[src/rtl/counter_bank.sv]
// counter_bank: bank of programmable down-counting timers with
// one-shot, periodic and square-wave modes plus a combined interrupt.
module counter_bank #(
   parameter  int CHANNELS = 3,
   parameter  int WIDTH    = 32,
   localparam int CH_W     = (CHANNELS > 1) ? $clog2(CHANNELS) : 1
) (
   input  logic                clk,
   input  logic                rst_n,
   input  logic [CHANNELS-1:0] tick,
   input  logic                wr_en,
   input  logic                wr_sel,
   input  logic [CH_W-1:0]     wr_ch,
   input  logic [WIDTH-1:0]    wr_data,
   input  logic [CH_W-1:0]     rd_ch,
   output logic [WIDTH-1:0]    rd_data,
   output logic [CHANNELS-1:0] counter_OUT,
   output logic                irq
);

   typedef enum logic [1:0] {
      M_DIS  = 2'b00,
      M_ONE  = 2'b01,
      M_PER  = 2'b10,
      M_SQR  = 2'b11
   } mode_t;

   logic [WIDTH-1:0]    count  [CHANNELS];
   logic [WIDTH-1:0]    reload [CHANNELS];
   mode_t               mode   [CHANNELS];
   logic [CHANNELS-1:0] ie;
   logic [CHANNELS-1:0] running;
   logic [CHANNELS-1:0] out;
   logic [CHANNELS-1:0] pending;
   logic [CHANNELS-1:0] tick_q;
   logic [CHANNELS-1:0] wr_hit;
   logic [CHANNELS-1:0] ev;

   // Decode write target; out-of-range channels simply never match
   always_comb begin
      wr_hit = '0;
      for (int i = 0; i < CHANNELS; i++) begin
         wr_hit[i] = wr_en && (int'(wr_ch) == i);
      end
   end

   assign ev = tick & ~tick_q;

   // Per-channel counter, reload, mode and output state
   always_ff @(posedge clk) begin
      if (!rst_n) begin
         for (int i = 0; i < CHANNELS; i++) begin
            count[i]  <= '0;
            reload[i] <= '0;
            mode[i]   <= M_DIS;
         end
         ie      <= '0;
         running <= '0;
         out     <= '0;
         pending <= '0;
         tick_q  <= '0;
      end else begin
         tick_q <= tick;
         for (int i = 0; i < CHANNELS; i++) begin
            if (wr_hit[i] && !wr_sel) begin
               reload[i]  <= wr_data;
               count[i]   <= wr_data;
               running[i] <= 1'b1;
               out[i]     <= 1'b0;
            end else if (wr_hit[i]) begin
               mode[i]    <= mode_t'(wr_data[1:0]);
               ie[i]      <= wr_data[2];
               pending[i] <= 1'b0;
               count[i]   <= reload[i];
               running[i] <= 1'b1;
               out[i]     <= 1'b0;
            end else begin
               // periodic pulse lasts a single clk cycle
               if (mode[i] == M_PER || mode[i] == M_DIS) begin
                  out[i] <= 1'b0;
               end
               if (ev[i] && running[i] && mode[i] != M_DIS) begin
                  if (count[i] == '0) begin
                     running[i] <= 1'b0;
                     if (mode[i] == M_ONE) begin
                        out[i] <= 1'b1;
                        if (ie[i]) pending[i] <= 1'b1;
                     end
                  end else if (count[i] == WIDTH'(1)) begin
                     if (ie[i]) pending[i] <= 1'b1;
                     case (mode[i])
                        M_ONE: begin
                           count[i]   <= '0;
                           running[i] <= 1'b0;
                           out[i]     <= 1'b1;
                        end
                        M_PER: begin
                           count[i] <= reload[i];
                           out[i]   <= 1'b1;
                        end
                        M_SQR: begin
                           count[i] <= reload[i];
                           out[i]   <= ~out[i];
                        end
                        default: ;
                     endcase
                  end else begin
                     count[i] <= count[i] - WIDTH'(1);
                  end
               end
            end
         end
      end
   end

   // Interrupt line lags the pending flags by one cycle
   always_ff @(posedge clk) begin
      if (!rst_n) irq <= 1'b0;
      else        irq <= |pending;
   end

   assign counter_OUT = out;

   // Readback mux; unused channel numbers read as zero
   always_comb begin
      rd_data = '0;
      for (int i = 0; i < CHANNELS; i++) begin
         if (int'(rd_ch) == i) rd_data = count[i];
      end
   end

endmodule
[config.mk]
export PLATFORM = sky130hd
export DESIGN_NAME = counter_bank
export DESIGN_NICKNAME = d
export VERILOG_FILES = /design/src/rtl/counter_bank.sv
export SDC_FILE = /design/constraint.sdc
export NUM_CORES = 1
export LEC_CHECK = 0
export BUFFER_PORTS_ARGS = -buffer_cell sky130_fd_sc_hd__buf_2
export CAP_MARGIN = 25
export CORE_MARGIN = 1.5
export CORE_UTILIZATION = 50
export CTS_BUF_LIST = sky130_fd_sc_hd__clkbuf_8 sky130_fd_sc_hd__clkbuf_16
export CTS_CLUSTER_SIZE = 30
export DETAILED_ROUTE_END_ITERATION = 16
export GPL_ROUTABILITY_DRIVEN = 0
export PLACE_DENSITY = 0.71
export SYNTH_ARGS = -nofsm -noshare
export SYNTH_HDL_FRONTEND = slang
export SYNTH_SLANG_ARGS = --single-unit
[constraint.sdc]
create_clock -name clk -period 5.5 [get_ports clk]
set_clock_uncertainty 0.15 [all_clocks]
set_input_delay 0.55 -clock clk [delete_from_list [all_inputs] [get_ports clk]]
set_output_delay 0.55 -clock clk [all_outputs]
set_load 0.005 [all_outputs]
==> metrics.md <==
| Metric | Value |
|---|---|
| Worst min-delay path class | `in2reg` |
| Register area share after synthesis | `0.5280` |
| Post-DP HPWL | `approximately 23000 um` |
| VDD IR max | `between 0.00015 and 0.0002 V` |
| Largest net degree at the start of global routing | `40` |
| Post-CTS Resized | `0` |
| Setup bufs post-CTS | `0` |
| FF-to-FF setup slack | `roughly 1.5 ns` |
| Later-pin clock latency in the skew report | `roughly 0.53 ns` |
| Total CTS buffers | `24` |
| TritonCTS clock tree | `built` |
| CP Launch Type | `flop` |
| Worst EP required | `between 5 and 6 ns` |
| RSZ-0062 raised after global routing | `no` |
| Setup tns final | `0 ns` |
| DR vias/cell | `between 6 and 7` |
| Leakage | `~5.0 nW` |
| Slew Limit Fails | `0` |
| Starting density of the core | `0.5071` |
| Clock slew seen by the registers of the worst setup and hold paths | `0.06 ns` |
| Number of synthesized flops with an enable pin | `198` |
| Detailed Route Iter0 Violations | `approximately 1200` |
| Seq cells post-synth | `between 200 and 250` |
| DR WL/cell | `roughly 24 um` |
| Synth unique cells | `59` |
| Grt total ovfl | `0` |
| Layout area overhead | `13.50%` |
| Drt pass-1 iters | `7` |
| Row Count | `56` |
| Tot GR Track Use | `0.2883` |
| Ratio of total power to cell area | `a little under 300 nW/um2` |
| Synth async-reset ratio | `0` |
| Finish-stage setup viols | `0` |
| CP Max Fanout | `17` |
| Fill count | `approximately 2000` |
| Core area | `23400 um2` |
| Synth Instances | `about 1100` |
| Synth warn | `0` |
| Final WL | `between 30000 and 40000 um` |
| Antenna violations before repair | `0` |
| # hold bufs at CTS | `0` |
| Slew headroom | `0.2601` |
| CTS max path bufs | `3` |
| Outcome | `completed` |
| Inserted Diodes | `0` |
| Via Count | `9332` |
| Root Buffer Master | `clkbuf_16` |
| Kind of critical path | `reg2reg` |
| Crit end category | `flop` |
| Cell Area, Synth | `roughly 12000 um2` |
| H-Tree Depth | `1` |
| Total of max-cap violations | `0` |
| Syn_nets | `roughly 1100` |
| Data arrival, critical path | `approximately 4.1 ns` |
| Routed Antenna Nets | `0` |
| # IOs | `79` |
| DRC | `0` |
| Clock Sinks | `214` |
| Vias in the first global route | `between 9000 and 10000` |
| Synth Flop Type | `edfxtp_1` |
| Nets | `1190` |
| Die height | `approximately 160 um` |
| Share of cells above drive strength 1 | `0.1416` |
| Worst-margin pin slew | `roughly 1.1 ns` |
| IO Port Bufs | `around 80` |
| Core Util, Final | `0.5755` |
| Die area | `24670 um2` |
| Die W | `157.1 um` |
| Final Hold Fails | `0` |
| Final worst path period need | `between 3 and 4 ns` |
| First-pass GRT wire length | `around 54000 um` |
| Avg Inst Size Synth | `11.22 um2` |
| Max frequency | `0.2526 GHz` |
| Period utilization | `0.7197` |
==> power by group <==
group	internal (mW)	total (mW)	switching, mW
clock	0.852	1.52	0.666
sequential	1.91	2.01	0.0978
combinational	0.183	0.481	0.297
total	2.95	4.01	1.06
==> worst paths after layout <==
kind,endpoint,from,cells after the start
setup / recovery,count[0][17],count[0][10],7
hold / removal,tick_q[2],tick[2],2
setup reg to reg,count[0][17],count[0][10],7
hold reg to reg,pending[2],ie[2],2
==> registers in the layout, indices dropped and copies added (netlist names) <==
register and cells:
reload 96, running 3, counter_OUT 3, pending 3, tick_q 3, mode 6, irq 1, count 96
ie 3
==> through the flow <==
stage	setup slack [ns]	cells	total power, mW	area (um2)	hold WS (ns)
2_1_floorplan	0.5805	1058	2.307	11870	0.2862
3_3_place_gp	1.811	1414	2.493	12650	0.3047
3_5_place_dp	1.624	1415	2.503	12670	0.3211
4_1_cts	1.598	1459	3.999	13400	0.09981
5_1_grt	1.345	1463	4.123	13470	0.1013
6_report	1.542	1463	4.007	13470	0.1007
==> layout make-up <==
type / count / area [um2] / share of cell area
Clock buffer: 25 / 614.3 / 0.04561
Clock inverter: 19 / 118.9 / 0.008825
Multi-Input combinational cell: 765 / 5378 / 0.3993
Timing Repair Buffer: 104 / 629.4 / 0.04673
Inverter: 17 / 63.81 / 0.004738
Sequential cell: 214 / 6266 / 0.4652
Tap cell: 319 / 399.1 / 0.02963
==> cells in the mapped netlist (12+ instances only) <==
cell | count | share of area
a21oi_1 | 14 | 0.0059
a22o_1 | 12 | 0.0089
a22oi_1 | 13 | 0.0082
and2_1 | 39 | 0.021
buf_2 | 14 | 0.0059
clkbuf_1 | 45 | 0.014
dfxtp_1 | 16 | 0.027
edfxtp_1 | 198 | 0.50
ha_1 | 21 | 0.022
inv_1 | 17 | 0.0054
mux2i_1 | 98 | 0.083
nand2_1 | 75 | 0.024
nand3_1 | 28 | 0.012
nor2_1 | 55 | 0.017
nor3_1 | 28 | 0.012
nor4_1 | 26 | 0.014
o21ai_0 | 62 | 0.026
o22ai_1 | 58 | 0.031
o2bb2ai_1 | 20 | 0.015
or3_1 | 15 | 0.0079
xnor2_1 | 37 | 0.027
xor2_1 | 42 | 0.031
==> per-layer routing <==
metal  track usage  up-vias  share of wire  wire length, um
met1        0.4064     4553           0.42            14910
met5             0        -              0                0
li1              -     4193              -                -
met2        0.4490      494           0.45            15900
met4        0.1128        0          0.040             1424
met3       0.04405       92          0.084             2945
==> worst max-delay path, cell delays in order (launching register included) <==
cell and delay [ns]:
edfxtp_1 0.47, or4_1 0.58, nor4_1 0.48, nand3_1 0.39
o21ai_4 0.75, buf_4 0.45, mux2i_1 0.30, o22ai_1 0.10
==> cells in the final DEF (no fill, tap or decap), drive strengths merged, types with 28 or more instances in the layout <==
cell type / netlist / routed
o21ai: 66 / 66
xor2: 42 / 42
and2: 39 / 39
mux2i: 98 / 98
nand2: 75 / 75
nor3: 28 / 28
nand3: 28 / 28
edfxtp: 198 / 198
xnor2: 37 / 37
o22ai: 58 / 58
nor2: 55 / 55
buf: 16 / 103
==> cells by family (layout without fill, tap and decap cells) <==
| kind of cell | count (synthesis) | count (layout) | synth area share |
|---|---|---|---|
| AND/OR/NAND/NOR | 337 | 337 | 0.1525 |
| AO/OA/AOI/OAI | 230 | 230 | 0.1289 |
| flip-flops | 214 | 214 | 0.5280 |
| multiplexers | 98 | 98 | 0.08266 |
| XOR/XNOR | 79 | 79 | 0.05830 |
| buffers and inverters | 79 | 165 | 0.02752 |
| adder cells (fa/ha/maj) | 21 | 21 | 0.02214 |
Note: power is estimated with default switching activity, not from simulation.
